<file path="config.mk">
export PLATFORM = sky130hd
export DESIGN_NAME = alu_issue_ctrl
export DESIGN_NICKNAME = d
export VERILOG_FILES = /design/src/rtl/alu_issue_ctrl_pkg.sv /design/src/rtl/alu_issue_ctrl.sv
export SDC_FILE = /design/constraint.sdc
export NUM_CORES = 1
export LEC_CHECK = 0
export BUFFER_PORTS_ARGS = -buffer_cell sky130_fd_sc_hd__buf_2
export CAP_MARGIN = 40
export CORE_ASPECT_RATIO = 0.6
export CORE_MARGIN = 2
export CORE_UTILIZATION = 47
export CTS_CLUSTER_DIAMETER = 200
export DETAILED_ROUTE_END_ITERATION = 7
export MAX_ROUTING_LAYER = met4
export PLACE_DENSITY = 0.87
export SYNTH_ARGS = -nofsm -noshare
export SYNTH_HDL_FRONTEND = slang
export SYNTH_SLANG_ARGS = --single-unit
</file>
<file path="constraint.sdc">
create_clock -name clk -period 1.9 [get_ports clk]
set_clock_uncertainty 0.05 [all_clocks]
set_input_delay 0.38 -clock clk [delete_from_list [all_inputs] [get_ports clk]]
set_output_delay 0.38 -clock clk [all_outputs]
set_load 0.005 [all_outputs]
</file>
<file path="src/rtl/alu_issue_ctrl_pkg.sv">
// Shared types for the Arith issue stage: opcode set, issue FSM states and
// opcode classification helpers.
package alu_issue_ctrl_pkg;

    localparam int unsigned DATA_WIDTH = 8;
    localparam int unsigned ALU_OP_W   = 4;

    typedef enum logic [ALU_OP_W-1:0] {
        ALU_OP_ADD = 4'd0,
        ALU_OP_SUB = 4'd1,
        ALU_OP_INC = 4'd2,
        ALU_OP_DEC = 4'd3,
        ALU_OP_MUL = 4'd4,
        ALU_OP_DIV = 4'd5,
        ALU_OP_SHL = 4'd6,
        ALU_OP_SHR = 4'd7
    } enum_alu_opcode_t;

    typedef enum logic [1:0] {
        IDLE = 2'd0,
        EXEC = 2'd1,
        HOLD = 2'd2
    } enum_issue_state_t;

    // Opcodes whose completion rewrites the persistent carry flag.
    function automatic logic is_carry_op(input enum_alu_opcode_t op);
        case (op)
            ALU_OP_ADD, ALU_OP_SUB, ALU_OP_INC, ALU_OP_DEC,
            ALU_OP_SHL, ALU_OP_SHR: return 1'b1;
            default:                return 1'b0;
        endcase
    endfunction

    // Opcodes that Arith actually implements; anything else yields a zero result.
    function automatic logic is_arith_op(input enum_alu_opcode_t op);
        case (op)
            ALU_OP_ADD, ALU_OP_SUB, ALU_OP_INC, ALU_OP_DEC,
            ALU_OP_MUL, ALU_OP_DIV, ALU_OP_SHL, ALU_OP_SHR: return 1'b1;
            default:                                        return 1'b0;
        endcase
    endfunction

endpackage

</file>
<file path="src/rtl/alu_issue_ctrl.sv">
// Issue/response control in front of Arith: registers operands, captures the
// result one cycle later, keeps a chained carry flag and counts completions.
module alu_issue_ctrl
    import alu_issue_ctrl_pkg::*;
#(
    parameter int unsigned DATA_WIDTH = alu_issue_ctrl_pkg::DATA_WIDTH,
    parameter int unsigned CNT_W      = 16,
    parameter logic        CARRY_RST  = 1'b0
) (
    input  logic                  clk,
    input  logic                  rst,
    input  logic                  req_valid,
    output logic                  req_ready,
    input  logic [DATA_WIDTH-1:0] req_a,
    input  logic [DATA_WIDTH-1:0] req_b,
    input  enum_alu_opcode_t      req_op,
    input  logic                  req_use_carry,
    input  logic                  clear_carry,
    output logic [DATA_WIDTH-1:0] alu_a,
    output logic [DATA_WIDTH-1:0] alu_b,
    output logic                  alu_cin,
    output enum_alu_opcode_t      alu_op,
    input  logic [DATA_WIDTH-1:0] alu_res,
    input  logic [1:0]            alu_flag,
    output logic                  rsp_valid,
    input  logic                  rsp_ready,
    output logic [DATA_WIDTH-1:0] rsp_data,
    output logic                  rsp_carry,
    output logic                  rsp_zero,
    output logic                  rsp_err,
    output logic                  carry_q,
    output logic [CNT_W-1:0]      op_count
);

    enum_issue_state_t     state;
    logic [DATA_WIDTH-1:0] cap_data;
    logic                  cap_zero;
    logic                  cap_err;
    logic                  cap_carry;
    logic                  flag_unused;

    // Arith's zero flag is redundant with our own result compare.
    assign flag_unused = alu_flag[1];

    // A new request may enter only when no response is left unaccepted.
    assign req_ready = (state == IDLE) || ((state == HOLD) && rsp_ready);

    // Result and carry as they will be captured at the end of EXEC.
    always_comb begin
        cap_data  = alu_res;
        cap_zero  = (alu_res == '0);
        cap_err   = 1'b0;
        cap_carry = carry_q;
        if (!is_arith_op(alu_op)) begin
            cap_data = '0;
            cap_zero = 1'b1;
        end else if ((alu_op == ALU_OP_DIV) && (alu_b == '0)) begin
            cap_data = '0;
            cap_zero = 1'b0;
            cap_err  = 1'b1;
        end else if (is_carry_op(alu_op)) begin
            case (alu_op)
                ALU_OP_SHL: cap_carry = alu_a[DATA_WIDTH-1];
                ALU_OP_SHR: cap_carry = alu_a[0];
                default:    cap_carry = alu_flag[0];
            endcase
        end
    end

    always_ff @(posedge clk) begin
        if (rst) begin
            state     <= IDLE;
            alu_a     <= '0;
            alu_b     <= '0;
            alu_cin   <= 1'b0;
            alu_op    <= ALU_OP_ADD;
            rsp_valid <= 1'b0;
            rsp_data  <= '0;
            rsp_carry <= 1'b0;
            rsp_zero  <= 1'b0;
            rsp_err   <= 1'b0;
            carry_q   <= CARRY_RST;
            op_count  <= '0;
        end else begin
            case (state)
                IDLE: begin
                    if (clear_carry) begin
                        carry_q <= CARRY_RST;
                    end
                    if (req_valid) begin
                        alu_a   <= req_a;
                        alu_b   <= req_b;
                        alu_op  <= req_op;
                        alu_cin <= req_use_carry & carry_q;
                        state   <= EXEC;
                    end
                end
                // Capture always overrides a concurrent clear_carry.
                EXEC: begin
                    rsp_data  <= cap_data;
                    rsp_zero  <= cap_zero;
                    rsp_err   <= cap_err;
                    rsp_carry <= cap_carry;
                    carry_q   <= cap_carry;
                    rsp_valid <= 1'b1;
                    state     <= HOLD;
                end
                HOLD: begin
                    if (clear_carry) begin
                        carry_q <= CARRY_RST;
                    end
                    if (rsp_ready) begin
                        op_count  <= op_count + CNT_W'(1);
                        rsp_valid <= 1'b0;
                        if (req_valid) begin
                            alu_a   <= req_a;
                            alu_b   <= req_b;
                            alu_op  <= req_op;
                            alu_cin <= req_use_carry & carry_q;
                            state   <= EXEC;
                        end else begin
                            state <= IDLE;
                        end
                    end
                end
                default: state <= IDLE;
            endcase
        end
    end

endmodule

</file>
# Word-level counts from Yosys, hierarchy flattened
# Cells that the tools add are included.
# word_totals
reg_bits	52
word_cells	76
input_bits	36
out_inout_bits	51
# classes
n_addsub	1
bitwise_logic	1
n_reduce_logical	17
n_eq_ne	11
muxes	34
# ops
operator	count
$mux W8	6
$pmux W8 S2	2
$add A16 B1 Y16 const B	1
$logic_not A8 Y1	2
$mux W1	16
$eq A4 B3 Y1 const B	3
$reduce_and A2 Y1	5
$eq A4 B2 Y1 const B	2
$mux W4	2
$pmux W1 S2	4
$pmux W4 S2	1
$pmux W2 S3	1
$reduce_bool A2 Y1	3
$reduce_or A6 Y1	1
$eq A4 B1 Y1 const B	1
$logic_not A4 Y1	1
$mux W2	2
$ne A2 B2 Y1 const B	2
$eq A2 B1 Y1 const B	1
$eq A2 B2 Y1 const B	1
$logic_and A1 B1 Y1	2
$logic_not A2 Y1	1
$ne A2 B1 Y1 const B	1
$reduce_or A2 Y1	1
other kinds (2)	2

# Logic depth before layout (Yosys ltp)
# logic_depth
word_depth	9
depth_mapped	5
mapped_depth_nobuf	5

# Least setup slack after synthesis
# Ideal clock, no wire load.
# synth_path
path_kind	flip-flop to flip-flop
startpoint	register op_count[0]
endpoint	register op_count[14]
path_stages_with_launch	6
n_path_buf	0
synth_period_minus_slack_ns	1.623
slack_ns	0.277
t_required_ns	1.780
setup_ns	0.070
arrival_time_ns	1.503
path_cell_list	dfxtp_1 ha_1 and3_1 nand2_1 or4_1 a21oi_1
# synth_via
elab_chain_cells	1
# synth_lines
element	line_no	text
start, declared	alu_issue_ctrl.sv:32	output logic [CNT_W-1:0] op_count
start signal, assigned	alu_issue_ctrl.sv:113	op_count <= op_count + CNT_W'(1);
$add A16 B1 Y16	alu_issue_ctrl.sv:113	
# Every way passes these cells.
# A chain may end at the register's enable or synchronous reset.

# Worst setup path in the final report
# Same ends and word-level chain as after synthesis.

==> impl_results.md <==
* PortBufs at 85
* FF+latch count, synth at 52
* Kind of critical path: reg -> reg
* Dpl hpwl at 3730 um
* Synth Net Count at 259
* Worst EP arrival at 1.91 ns
* Cell depth of the worst flop-to-flop path at 5
* Area grow syn2layout at 31.2%
* Die H at 56.1 um
* CP Max Fanout at 5
* Worst vdd ir at 0.430 mV
* CTS tree: yes
* Tot Pwr at 2.23 mW
* Sequential element share of the synthesized area at 0.490
* Die W at 90.8 um
* Worst skew pair latency at 0.30 ns
* Final Max Tran Viols at 0
* Pre-Repair DR Iteration Count at 4
* Achievable Freq at 0.581 GHz
* Postcts setup bufs at 0
* R2R Setup Slk at 0.18 ns
* Power per Cell Area at 799 nW/um^2
* Sink Count at 52
* Count of different cell masters after synthesis at 37
* Post-Synthesis Cells at 222
* # DRC at 0
* Leakage power at 1.30 nW
* CTS Buffer Depth at 2
* Critical-path cell list: ha_1, and3_1, nand2_1, or4_1, a21oi_1
* GRT Residual Overflow at 0
* Crit path to: op_count[14]$_SDFFE_PP0P_
* Final GP Congestion at 0.829
* Hold Path Class: in -> reg
* Min Clock Period, post-route at 1.72 ns
* Setup ws final at 0.178 ns
* Setup TNS at 0 ns
* Hold bufs inserted after CTS at 0
* Max stage delay on crit path at 0.53 ns
* # nets final at 348
* Clock transition at path regs at 0.09 ns
* Initial antenna violation count at 0
* Run status: finished, final reports clean
* GRT Total Usage at 0.204
* Routed wire length at 4870 um
* Syn Area/Cell at 9.57 sq um
* First-pass GRT wire length at 8180 um
* Slew Limit Headroom at 0.575
* Rows at 18
* Pre-CTS setup slack at 0.149 ns
* TritonCTS Buffers at 5
* Mapped Area at 2120 sq um
* RSZ-0062 raised after global routing: false
* Fin. Hold Viols at 0
* Core area at 4230 sq um
* Critical Path Start Type: flip-flop
* Max Cap Viol at 0
* Depth of the CTS H-tree at 2
* Fraction of layout cells with a size suffix above 1 at 0.362
* Worst hold start: req_b[4]
* Vias at 1,922
* Vias/cell at 5.17
* Vias in the first global route at 1,810
* # IOs at 87
* N_diodes at 0
* Die outline area at 5090 sq um
* Starting DRC count in detailed routing at 70
* RR Endpoint: op_count[14]$_SDFFE_PP0P_
* Slew @ Worst Pin at 0.638 ns
* R2R Path Start: op_count[0]$_SDFFE_PP0P_
* Ys Warns at 0
* Crit. End Element: flip-flop
* Clock Root Buffer: clkbuf_8
* Critical path required time at 2.09 ns
* Largest net degree at the start of global routing at 26
* Avg WL per Cell at 13.1 um
* Slowest CP cell: or4_1
* Endpoints failing setup at 0
* Number of nets with antenna violations after routing at 0
* Filler cell count in the final layout at 368
* Post-cts repair resize count at 0
* Setup crit start: op_count[0]$_SDFFE_PP0P_
* Initial Util at 0.502
* Tcrit/Tclk final at 0.906
[cells by family after synthesis]
kind of cell             share of synthesized area
AND/OR/NAND/NOR                              0.220
flip-flops                                   0.490
AO/OA/AOI/OAI                               0.0978
multiplexers                                 0.119
buffers and inverters                       0.0306
XOR/XNOR                                    0.0371
adder cells (fa/ha/maj)                    0.00589
[cells in the final DEF (no fill, tap or decap), drive strengths merged, types with 2 or more instances in the layout]
master | Yosys | routed
or3 | 3 | 3
a211oi | 3 | 3
and3 | 2 | 2
or4 | 4 | 4
dfxtp | 52 | 52
buf | 4 | 93
nor2 | 40 | 40
nor3 | 4 | 4
clkbuf | 7 | 7
nand4 | 8 | 8
nor4 | 2 | 2
o21ai | 3 | 3
nand2 | 7 | 7
inv | 5 | 5
xnor2 | 2 | 2
a21oi | 12 | 12
mux2 | 2 | 2
xor2 | 7 | 7
mux2i | 23 | 23
nand3b | 3 | 3
o31ai | 4 | 4
a22oi | 8 | 8
nand2b | 3 | 3
nand3 | 5 | 5
and4 | 2 | 2
[worst min-delay path by stage]
stage / endpoint / slack, ns / cells after the start
after floorplan: rsp_err$_SDFFE_PP0P_ / 0.40 / 2
after global placement: rsp_err$_SDFFE_PP0P_ / 0.39 / 2
after detailed placement: rsp_err$_SDFFE_PP0P_ / 0.40 / 2
after CTS: alu_b[4]$_SDFFE_PP0P_ / 0.25 / 3
after global routing: alu_b[4]$_SDFFE_PP0P_ / 0.25 / 3
final: alu_b[4]$_SDFFE_PP0P_ / 0.26 / 3
[layout make-up]
type                            count  area, sq um  area share
Inverter                            5         18.8     0.00673
Clock inverter                      1         30.0      0.0108
Sequential cell                    52         1040       0.374
Multi-Input combinational cell    154         1030       0.368
Timing Repair Buffer               93          498       0.179
Tap cell                           60         75.1      0.0269
Clock buffer                        7         96.3      0.0346
[worst max-delay path, delay by kind of cell, from the launching register on]
kind | cells | cell delay (ns)
fa+ha+maj | 1 | 0.17
simple gates | 3 | 0.92
compound gates | 1 | 0.15
flops | 1 | 0.38
[sequential cells by signal (all words and copies together) (netlist names)]
name	count
state	2
rsp_zero	1
alu_a	8
rsp_carry	1
rsp_err	1
op_count	16
carry_q	1
alu_b	8
rsp_valid	1
alu_op	4
rsp_data	8
alu_cin	1
[synthesized netlist by cell type]
| library cell | n | area (sq um) |
|---|---|---|
| dfxtp_1 | 52 | 1040 |
| nor2_1 | 40 | 150 |
| mux2i_1 | 23 | 230 |
| a21oi_1 | 12 | 60.1 |
| a22oi_1 | 8 | 60.1 |
| clkbuf_1 | 7 | 26.3 |
| nand2_1 | 7 | 26.3 |
| nand4_1 | 7 | 43.8 |
| xor2_1 | 7 | 61.3 |
| inv_1 | 5 | 18.8 |
| nand3_1 | 5 | 25.0 |
| buf_2 | 4 | 20.0 |
| nor3_1 | 4 | 20.0 |
| o31ai_1 | 4 | 30.0 |
| or4_1 | 4 | 30.0 |
| nand2b_1 | 3 | 18.8 |
| nand3b_1 | 3 | 22.5 |
| o21ai_0 | 3 | 15.0 |
| a211oi_1 | 2 | 15.0 |
| mux2_2 | 2 | 22.5 |
| nor4_1 | 2 | 12.5 |
| or3_1 | 2 | 12.5 |
| xnor2_1 | 2 | 17.5 |
| a211oi_2 | 1 | 12.5 |
| a311oi_2 | 1 | 15.0 |
| and2_2 | 1 | 7.51 |
| and2b_1 | 1 | 7.51 |
| and3_1 | 1 | 6.26 |
| and3_2 | 1 | 7.51 |
| and3b_1 | 1 | 8.76 |
| and4_1 | 1 | 8.76 |
| and4_4 | 1 | 11.3 |
| and4bb_2 | 1 | 12.5 |
| ha_1 | 1 | 12.5 |
| nand4_4 | 1 | 21.3 |
| nor2b_1 | 1 | 6.26 |
| or3_2 | 1 | 7.51 |
[metrics by stage]
stage | instances | util | hold WS [ns] | area (sq um)
finish | 372 | 0.658 | 0.261 | 2790
global route | 372 | 0.658 | 0.253 | 2790
CTS | 372 | 0.658 | 0.254 | 2790
detailed placement | 364 | 0.628 | 0.396 | 2660
global placement | 364 | 0.628 | 0.391 | 2660
floorplan | 222 | - | 0.398 | 2120
[layer usage]
metal  GRT usage  part of all wire  vias to the layer above
li1            -                 -                      967
met1       0.259              0.47                      878
met2       0.326              0.45                       70
met3      0.0542             0.072                        7
met4      0.0498            0.0074                        0
met5           -                 0                        -
[power by group]
group	total, mW	leakage [nW]	switching, mW	internal, mW
sequential	1.17	0.425	0.0348	1.13
clock	0.813	0.0645	0.348	0.465
combinational	0.247	0.811	0.120	0.127
Note: power is estimated with default switching activity, not from simulation.
